File: src/rtl/clk_div_multi.sv
// Multi-channel programmable clock divider.
// Each channel owns an active divisor, a shadow divisor, a wrap counter and a
// pending flag. A channel that is running takes a new divisor at its next wrap
// so that the current half-period always finishes. A restart write, or a write
// to a channel that is not counting, takes effect on the very next edge.
module clk_div_multi #(
  parameter int CH      = 4,
  parameter int WIDTH   = 27,
  parameter int DEF_DIV = 25_000_000
) (
  input  logic             clk_i,
  input  logic             rst_ni,
  input  logic [CH-1:0]    enable_i,
  input  logic             cfg_we_i,
  input  logic [2:0]       cfg_ch_i,
  input  logic [WIDTH-1:0] cfg_div_i,
  input  logic             cfg_restart_i,
  output logic [CH-1:0]    clk_out_o,
  output logic [CH-1:0]    tick_o,
  output logic [CH-1:0]    pending_o
);

  localparam logic [WIDTH-1:0] DEF_DIV_W = WIDTH'(DEF_DIV);
  localparam logic [WIDTH-1:0] ZERO_W    = '0;
  localparam logic [WIDTH-1:0] ONE_W     = WIDTH'(1);
  localparam logic [3:0]       CH_W      = 4'(CH);

  logic [WIDTH-1:0] act_q [CH];
  logic [WIDTH-1:0] act_d [CH];
  logic [WIDTH-1:0] shd_q [CH];
  logic [WIDTH-1:0] shd_d [CH];
  logic [WIDTH-1:0] cnt_q [CH];
  logic [WIDTH-1:0] cnt_d [CH];

  logic [CH-1:0] clk_q,  clk_d;
  logic [CH-1:0] tick_q, tick_d;
  logic [CH-1:0] pend_q, pend_d;

  logic [CH-1:0] sel;
  logic [CH-1:0] run;
  logic [CH-1:0] wrap;
  logic [CH-1:0] apply_now;

  // Address decode: one-hot channel select; indices beyond CH select nothing.
  always_comb begin
    sel = '0;
    if (cfg_we_i && ({1'b0, cfg_ch_i} < CH_W)) begin
      for (int i = 0; i < CH; i++) begin
        if (cfg_ch_i == 3'(i)) begin
          sel[i] = 1'b1;
        end
      end
    end
  end

  // Per-channel status: counting, at terminal count, or taking a write at once.
  // A stalled (D=0) or disabled channel has no wrap to wait for, so a write
  // to it is applied immediately.
  always_comb begin
    run       = '0;
    wrap      = '0;
    apply_now = '0;
    for (int i = 0; i < CH; i++) begin
      run[i]       = enable_i[i] && (act_q[i] != ZERO_W);
      wrap[i]      = run[i] && (cnt_q[i] == (act_q[i] - ONE_W));
      apply_now[i] = sel[i] && (cfg_restart_i || !run[i]);
    end
  end

  // Next-state logic for every channel.
  always_comb begin
    clk_d  = clk_q;
    tick_d = '0;
    pend_d = pend_q;
    for (int i = 0; i < CH; i++) begin
      act_d[i] = act_q[i];
      shd_d[i] = shd_q[i];
      cnt_d[i] = cnt_q[i];

      if (apply_now[i]) begin
        // Immediate load: any wrap on this edge is swallowed. Only an explicit
        // restart resets the output phase; a passive channel keeps its level.
        act_d[i]  = cfg_div_i;
        shd_d[i]  = cfg_div_i;
        cnt_d[i]  = ZERO_W;
        pend_d[i] = 1'b0;
        if (cfg_restart_i) begin
          clk_d[i] = 1'b0;
        end
      end else begin
        if (run[i]) begin
          if (wrap[i]) begin
            cnt_d[i]  = ZERO_W;
            tick_d[i] = 1'b1;
            clk_d[i]  = ~clk_q[i];
            if (pend_q[i]) begin
              act_d[i]  = shd_q[i];
              pend_d[i] = 1'b0;
            end
          end else begin
            cnt_d[i] = cnt_q[i] + ONE_W;
          end
        end else if (act_q[i] == ZERO_W) begin
          cnt_d[i] = ZERO_W;
        end

        // Deferred write. If it lands on a wrap edge, the previous shadow (if
        // any) is what gets promoted; the new value waits for the next wrap.
        if (sel[i]) begin
          shd_d[i]  = cfg_div_i;
          pend_d[i] = 1'b1;
        end
      end
    end
  end

  // State registers with asynchronous active-low reset to the default divisor.
  always_ff @(posedge clk_i or negedge rst_ni) begin
    if (!rst_ni) begin
      clk_q  <= '0;
      tick_q <= '0;
      pend_q <= '0;
      for (int i = 0; i < CH; i++) begin
        act_q[i] <= DEF_DIV_W;
        shd_q[i] <= DEF_DIV_W;
        cnt_q[i] <= ZERO_W;
      end
    end else begin
      clk_q  <= clk_d;
      tick_q <= tick_d;
      pend_q <= pend_d;
      for (int i = 0; i < CH; i++) begin
        act_q[i] <= act_d[i];
        shd_q[i] <= shd_d[i];
        cnt_q[i] <= cnt_d[i];
      end
    end
  end

  assign clk_out_o = clk_q;
  assign tick_o    = tick_q;
  assign pending_o = pend_q;

endmodule

File: config.mk
export PLATFORM = sky130hd
export DESIGN_NAME = clk_div_multi
export DESIGN_NICKNAME = d
export VERILOG_FILES = /design/src/rtl/clk_div_multi.sv
export SDC_FILE = /design/constraint.sdc
export NUM_CORES = 1
export LEC_CHECK = 0
export CORE_UTILIZATION = 34
export CTS_CLUSTER_DIAMETER = 120
export CTS_CLUSTER_SIZE = 25
export DETAILED_ROUTE_END_ITERATION = 12
export REMOVE_ABC_BUFFERS = 1
export SLEW_MARGIN = 10
export SYNTH_ARGS = -nofsm -noshare
export SYNTH_HDL_FRONTEND = slang
export SYNTH_SLANG_ARGS = --single-unit
File: constraint.sdc
create_clock -name clk_i -period 4 [get_ports clk_i]
set_clock_uncertainty 0.2 [all_clocks]
set_input_delay 0.6 -clock clk_i [delete_from_list [all_inputs] [get_ports clk_i]]
set_output_delay 0.6 -clock clk_i [all_outputs]
set_load 0.02 [all_outputs]
==> metrics.md, run 1 <==
| Metric | Value |
|---|---|
| Worst-skew pair later-pin latency | 0.53 ns |
| Int Power | 6.09 mW |
| Starting Density | 0.344 |
| Status | finished, final reports clean |
| Sw Share | 0.323 |
| DPL Wire Length | 38.1 mm |
| Worst setup EP type | register |
| Initial antenna violation count | 0 |
| CTS root buffer | clkbuf_16 |
| Met3 Routed Length | 2.14 mm |
| Post-synth EDFFs | 0 |
| IO buf count | 49 |
| CP required | 4.23 ns |
| Worst-Margin Slew | 0.834 ns |
| Die height | 243 um |
| Max frequency | 0.260 GHz |
| Core Rows | 88 |
| GRT overflow | 0 |
| Critical path origin | act_q[27] |
| Final worst path period share | 0.961 |
| Met2 wire length | 25.0 mm |
| Final TNS setup | 0 ns |
| Crit path max-delay family | simple AND/OR/NAND/NOR gates |
| Highest metal used | met4 |
| DIE AREA | 59200 um2 |
| Maximum clock path buffer count | 3 |
| Crit-path max FO | 22 |
| Post-Route WL | 53.0 mm |
| Initial drt markers | 1204 |
| Crit-path cells | buf_4 -> or4_1 -> or4_1 -> o311ai_0 -> o22ai_1 -> or4_1 -> or4_1 -> nand2b_1 -> buf_12 -> o21ai_0 -> a21o_1 |
| Synth Area per Inst | 9.26 um2 |
| RR Startpoint | act_q[27] |
| Commonest non-fill, non-tap cell in the layout | dfrtp_1 |
| Vias in the first global route | 15664 |
| Relative slew slack | 0.443 |
| Post-synthesis cell type count | 74 |
| Placer Congestion | 0.896 |
| CP Launch Type | register |
| # diodes | 0 |
| Worst stage delay on the critical path | 0.54 ns |
| R2R Setup Slk | 0.15 ns |
| Area of the core | 57600 um2 |
| Htree depth | 1 |
| Post-route setup slack | 0.155 ns |
| Top cells by area, synth | dfrtp_1 (30%), dfstp_2 (13%), mux2i_1 (6.4%) |
| Yosys reg bits | 336 |
| Cells after synthesis | 2138 |
| Num ports | 50 |
| DRT Pass-1 Iters | 5 |
| Asr flop ratio synth | 1.00 |
| Die Span X | 243 um |
| Drt wl/cell | 17.9 um |
| CTS tree | yes |
| Layout cell share with drive strength beyond 1 | 0.157 |
| Area Growth Syn to Fin | 12.4% |
| WP data arrival | 4.08 ns |
| Vias per cell | 5.53 |
| Hold/Removal Path Class | register to register |
| Ys flop type | dfrtp_1 |
| Number of clock sinks | 336 |
| Via Count | 16329 |
| Critical setup path kind | register to register |
| Cell Pwr Density | 404 nW/um2 |
| Pleak | 9.41 nW |
| Maximum VDD drop | 0.288 mV |
| Sequential power share | 0.529 |
| Leading area contributor after synthesis | dfrtp_1 |
| Warnings, synthesis | 0 |
| TritonCTS buffer count | 17 |
| Synthesized cell area | 19800 um2 |
| Worst reg2reg path endpoint | cnt_q[38] |
| Top cell type's share of synthesized area | 0.303 |
| Hold Fails Final Rpt | 0 |
| Post-place setup slack | -0.154 ns |
| Final Max Slew Viols | 0 |
| Combinational share of power | 0.245 |
| Crit path to | cnt_q[38] |
| Filler cells | 5711 |
| Most frequent cells in the layout | dfrtp_1 (238), nor2_1 (207), nand2_1 (180) |
| Depth of the most critical reg-to-reg path | 11 |
| Clock transition at path regs | 0.10 ns |
| Total GRT Usage | 0.178 |
| Critical path depth in cells | 11 |
| Largest net degree at the start of global routing | 88 |
| Final setup violation count | 0 |
| CP max stage cell | or4_1 |
| # Max-Cap Violations | 0 |
| Most frequent CP cell | or4_1 |
| Antenna Violating Nets Remaining | 0 |
| Sw power | 2.91 mW |
| DRC | 0 |
| Pwr Total | 9.00 mW |
| Clock power frac | 0.225 |
| Nets@finish | 2229 |
| M1 WL | 25.1 mm |
| Fin crit period | 3.85 ns |
| Post-synthesis sequential area ratio | 0.431 |
| Buf+Inv Stages, Crit Path | 2 |
| First-pass GRT wire length | 86.2 mm |
cells by family after synthesis:
group,synth area share
buf+inv,0.0345
compound gates,0.131
flops,0.431
fa+ha+maj,0.00758
simple gates,0.227
mux,0.110
xor+xnor,0.0597
how the worst min path moves through the flow:
stage,cells past startpoint,startpoint,end
6_report,2,shd_q[24],shd_q[24]
5_1_grt,2,shd_q[24],shd_q[24]
4_1_cts,2,shd_q[24],shd_q[24]
3_5_place_dp,2,shd_q[24],shd_q[24]
3_3_place_gp,2,shd_q[19],shd_q[19]
2_1_floorplan,0,rst_ni,act_q[0]
flip-flops by register name (all words and copies together), names as in the netlist:
register	count
shd_q	108
clk_out_o	4
cnt_q	108
act_q	108
tick_o	4
pending_o	4
worst reg2reg max path: cells and delay by family (launching register included):
| kind | cells | cell delay [ns] |
|---|---|---|
| AO/OA/AOI/OAI | 4 | 0.67 |
| buffers and inverters | 2 | 0.31 |
| flip-flops | 1 | 0.39 |
| AND/OR/NAND/NOR | 5 | 2.18 |
final cells by class:
cell class                 instances  area [um2]  share of cell area
multi-input combinational       1637       10700               0.482
sequential                       336        8530               0.383
timing repair buffer             152        1410              0.0633
tap                              765         957              0.0430
clock buffer                      27         463              0.0208
inverter                          35         131             0.00590
clock inverter                     2        41.3             0.00185
cell usage after synthesis, types with 6 or more instances:
library cell,number
xor2_1,47
mux2_2,82
ha_1,12
nand4b_1,9
nor4b_1,9
o21ai_0,70
nor2b_1,9
buf_1,11
buf_2,23
inv_1,35
and2_1,10
a22o_1,9
nor2_1,209
xnor2_1,88
o21a_1,9
a21o_1,38
mux2i_1,126
o311ai_1,7
o211ai_1,11
a221o_1,20
or2_2,10
nand2_1,180
nand4_1,30
a211oi_1,6
nand3_1,115
nor4_1,50
a31oi_1,9
or4_1,20
clkbuf_1,89
nand2b_1,16
o311ai_0,9
o31ai_1,10
nand3b_1,11
nor3b_1,17
dfrtp_1,240
a21oi_1,158
nor3_1,72
or3_1,40
and3_1,40
o22ai_1,6
a211o_1,7
dfstp_2,96
power by group through the flow:
stage          sequential (mW)  combinational, mW  clock, mW
2_1_floorplan             4.68               1.45          0
3_5_place_dp              4.83               2.19          0
3_3_place_gp              4.79               2.12          0
5_1_grt                   4.87               2.46       2.23
4_1_cts                   4.76               2.20       2.11
6_report                  4.77               2.21       2.03
through the flow:
stage,utilization,std cells,area (um2),hold WS (ns)
final,0.387,2954,22300,0.264
after global routing,0.387,2954,22300,0.271
after CTS,0.386,2954,22200,0.265
after detailed placement,0.377,2924,21700,0.250
after global placement,0.377,2924,21700,0.245
after floorplan,-,2008,19300,0.104
metal layers:
layer,vias up,global-route usage
li1,7831,-
met1,8162,0.253
met2,294,0.291
met3,42,0.0220
met4,0,0.0326
met5,-,0
repair_timing:
action	4_1_cts	5_1_grt
setup buffers	0	0
hold buffers	1	0
pin swaps	0	1
hold endpoints to repair	57	0
endpoints found under the setup margin	32	69
gates resized for setup	1	14
(Power assumes the default switching activity.)
==> run 2: changes to the inputs <==
--- a/config.mk
+++ b/config.mk
@@ -5,10 +5,13 @@
 export SDC_FILE = /design/constraint.sdc
 export NUM_CORES = 1
 export LEC_CHECK = 0
+export CELL_PAD_IN_SITES_DETAIL_PLACEMENT = 1
+export CELL_PAD_IN_SITES_GLOBAL_PLACEMENT = 1
 export CORE_UTILIZATION = 34
 export CTS_CLUSTER_DIAMETER = 120
 export CTS_CLUSTER_SIZE = 25
 export DETAILED_ROUTE_END_ITERATION = 12
+export PLACE_DENSITY_LB_ADDON = 0.1
 export REMOVE_ABC_BUFFERS = 1
 export SLEW_MARGIN = 10
 export SYNTH_ARGS = -nofsm -noshare
==> constraint.sdc (replaced) <==
create_clock -name clk_i -period 4 [get_ports clk_i]
set_clock_uncertainty 0.2 [all_clocks]
set_input_delay 0.6 -clock clk_i [delete_from_list [all_inputs] [get_ports clk_i]]
set_output_delay 0.6 -clock clk_i [all_outputs]
set_load 0.05 [all_outputs]
==> run 2 against run 1 <==
Effect of this change:
- total power increased by 4.0%
- sequential cell count unchanged
- global-route usage increased by 3.2 points
- combinational power increased by 5%
- first-iteration DRC count decreased by 37%
- critical path depth unchanged
- final area increased by 1.3%
- sequential share of layout area decreased by 0.52 points
- clock power increased by 10%
- non-clock buffer count increased by 19
- highest routed layer unchanged
==> metrics.md, run 2 (synthesis gave the netlist of run 1 again) <==
| Metric | Value |
|---|---|
| DPL Wire Length | 44.6 mm (+17%) |
| Post-Route WL | 62.2 mm (+17%) |
| WP data arrival | 4.08 ns (about the same) |
| Maximum clock path buffer count | 3 (unchanged) |
| HP Start | shd_q[16] |
| Largest net degree at the start of global routing | 78 (-11%) |
| Core Rows | 88 (unchanged) |
| Clock power frac | 0.240 (+0.015) |
| Via Count | 16448 (+0.73%) |
| GRT overflow | 0 (unchanged) |
| DIE AREA | 59200 um2 (unchanged) |
| Pleak | 9.56 nW (+1.6%) |
| Int Power | 6.21 mW (+1.9%) |
| Fin crit period | 3.83 ns (-0.0158 ns) |
| CTS tree | yes |
| CTS root buffer | clkbuf_16 |
| Num ports | 50 (unchanged) |
| Commonest non-fill, non-tap cell in the layout | dfrtp_1 |
| Final worst path period share | 0.957 (-0.00395) |
| Crit-path max FO | 24 (+9.1%) |
| Initial antenna violation count | 0 (unchanged) |
| Nets@finish | 2249 (+0.90%) |
| RR Startpoint | act_q[12] |
| Maximum VDD drop | 0.375 mV (+30%) |
| Layout cell share with drive strength beyond 1 | 0.172 (+0.0147) |
| Number of clock sinks | 336 (unchanged) |
| Hold Fails Final Rpt | 0 (unchanged) |
| Worst-Margin Slew | 1.20 ns (+0.368 ns) |
| Critical path origin | act_q[12] |
| Clock transition at path regs | 0.11 ns (about the same) |
| Htree depth | 1 (unchanged) |
| Status | finished, final reports clean |
| Sequential power share | 0.511 (-0.018) |
| Worst setup EP type | register |
| Sw Share | 0.337 (+0.0141) |
| Worst-skew pair later-pin latency | 0.56 ns (+0.03 ns) |
| Starting Density | 0.344 (unchanged) |
| Vias in the first global route | 17367 (+11%) |
| DRC | 0 (unchanged) |
| Cell Pwr Density | 415 nW/um2 (+2.7%) |
| Area Growth Syn to Fin | 14.0% |
| Area of the core | 57600 um2 (unchanged) |
| Critical setup path kind | register to register |
| Combinational share of power | 0.249 (+0.004) |
| TritonCTS buffer count | 18 (+1) |
| Drt wl/cell | 20.9 um (+17%) |
| Placer Congestion | 0.840 (-6.2%) |
| Vias per cell | 5.52 (about the same) |
| Max frequency | 0.261 GHz (+0.41%) |
| Largest regs | act_q (108), cnt_q (108), shd_q (108) |
| Final setup violation count | 0 (unchanged) |
| Pwr Total | 9.37 mW (+4.0%) |
| CP Launch Type | register |
| Initial drt markers | 755 (-37%) |
| CP required | 4.25 ns (+0.02 ns) |
| Most frequent cells in the layout | dfrtp_1 (240), nor2_1 (206), nand2_1 (180) |
| Sw power | 3.16 mW (+8.6%) |
| First-pass GRT wire length | 100 mm (+16%) |
| Die height | 243 um (unchanged) |
| Relative slew slack | 0.194 (-0.249) |
| Final Max Slew Viols | 0 (unchanged) |
| DRT Pass-1 Iters | 5 (unchanged) |
| Worst hold slack | 0.268 ns (+0.00371 ns) |
| IO buf count | 49 (unchanged) |
| Antenna Violating Nets Remaining | 0 (unchanged) |
| Total GRT Usage | 0.211 (+0.0325) |
| # Max-Cap Violations | 0 (unchanged) |
| Die Span X | 243 um (unchanged) |
| Hold/Removal Path Class | register to register |
run 2: worst max-delay path: stages (launching register included):
cell	delay, ns
dfstp_2	0.39
or3_1	0.43
or4b_1	0.53
buf_4	0.18
nor2_1	0.16
a311oi_1	0.18
or4b_4	0.56
nor4_4	0.34
nor2b_1	0.13
buf_12	0.18
and3_1	0.17
a211o_1	0.26
run 2: cell type report:
type / instances / area (um2)
diodes: 2 / 5.00
clock buffers: 28 / 541
clock inverters: 4 / 38.8
fillers: 6551 / 35000
inverters: 35 / 131
multi-input cells: 1637 / 10800
flip-flops and latches: 336 / 8530
well taps: 765 / 957
repair buffers: 171 / 1560
run 2: what timing repair did:
item	CTS	global route
gates resized for setup	1	25
pin swaps	0	1
setup buffers	0	1
endpoints found under the setup margin	53	118
endpoints found under the hold margin	42	0
hold buffers	1	0
run 2: layer usage:
metal | up-vias | global-route usage | share of wire
met1 | 8419 | 0.288 | 0.48
met5 | - | 0 | 0
li1 | 7845 | - | -
met4 | 0 | 0.0523 | 0.025
met2 | 124 | 0.357 | 0.48
met3 | 60 | 0.0192 | 0.018
run 2: power by group through the flow:
stage | Combinational [mW] | Sequential (mW) | Clock, mW
after CTS | 2.33 | 4.79 | 2.35
after global placement | 2.23 | 4.82 | 0
after detailed placement | 2.31 | 4.85 | 0
after global routing | 2.60 | 4.89 | 2.44
after floorplan | 1.45 | 4.70 | 0
final | 2.33 | 4.79 | 2.24
run 2: metrics by stage:
step / worst slack (ns) / cells / area [um2] / util / setup TNS [ns]
final: 0.171 / 2978 / 22600 / 0.392 / 0
after global routing: -0.000198 / 2976 / 22600 / 0.392 / -0.000198
after CTS: 0.0678 / 2975 / 22400 / 0.390 / 0
after detailed placement: -0.248 / 2942 / 21800 / 0.379 / -8.59
after global placement: -0.129 / 2942 / 21800 / 0.379 / -2.88
after floorplan: -3.14 / 2008 / 19300 / - / -258.01
run 2: final timing paths:
path	to	slack (ns)	depth (start not counted)
worst min register to register	shd_q[16]	0.27	2
min in group asynchronous	cnt_q[101]	0.43	2
worst max register to register	cnt_q[15]	0.17	11
max in group asynchronous	shd_q[45]	2.14	3
worst max-delay path	cnt_q[15]	0.17	11
worst min-delay path	shd_q[16]	0.27	2
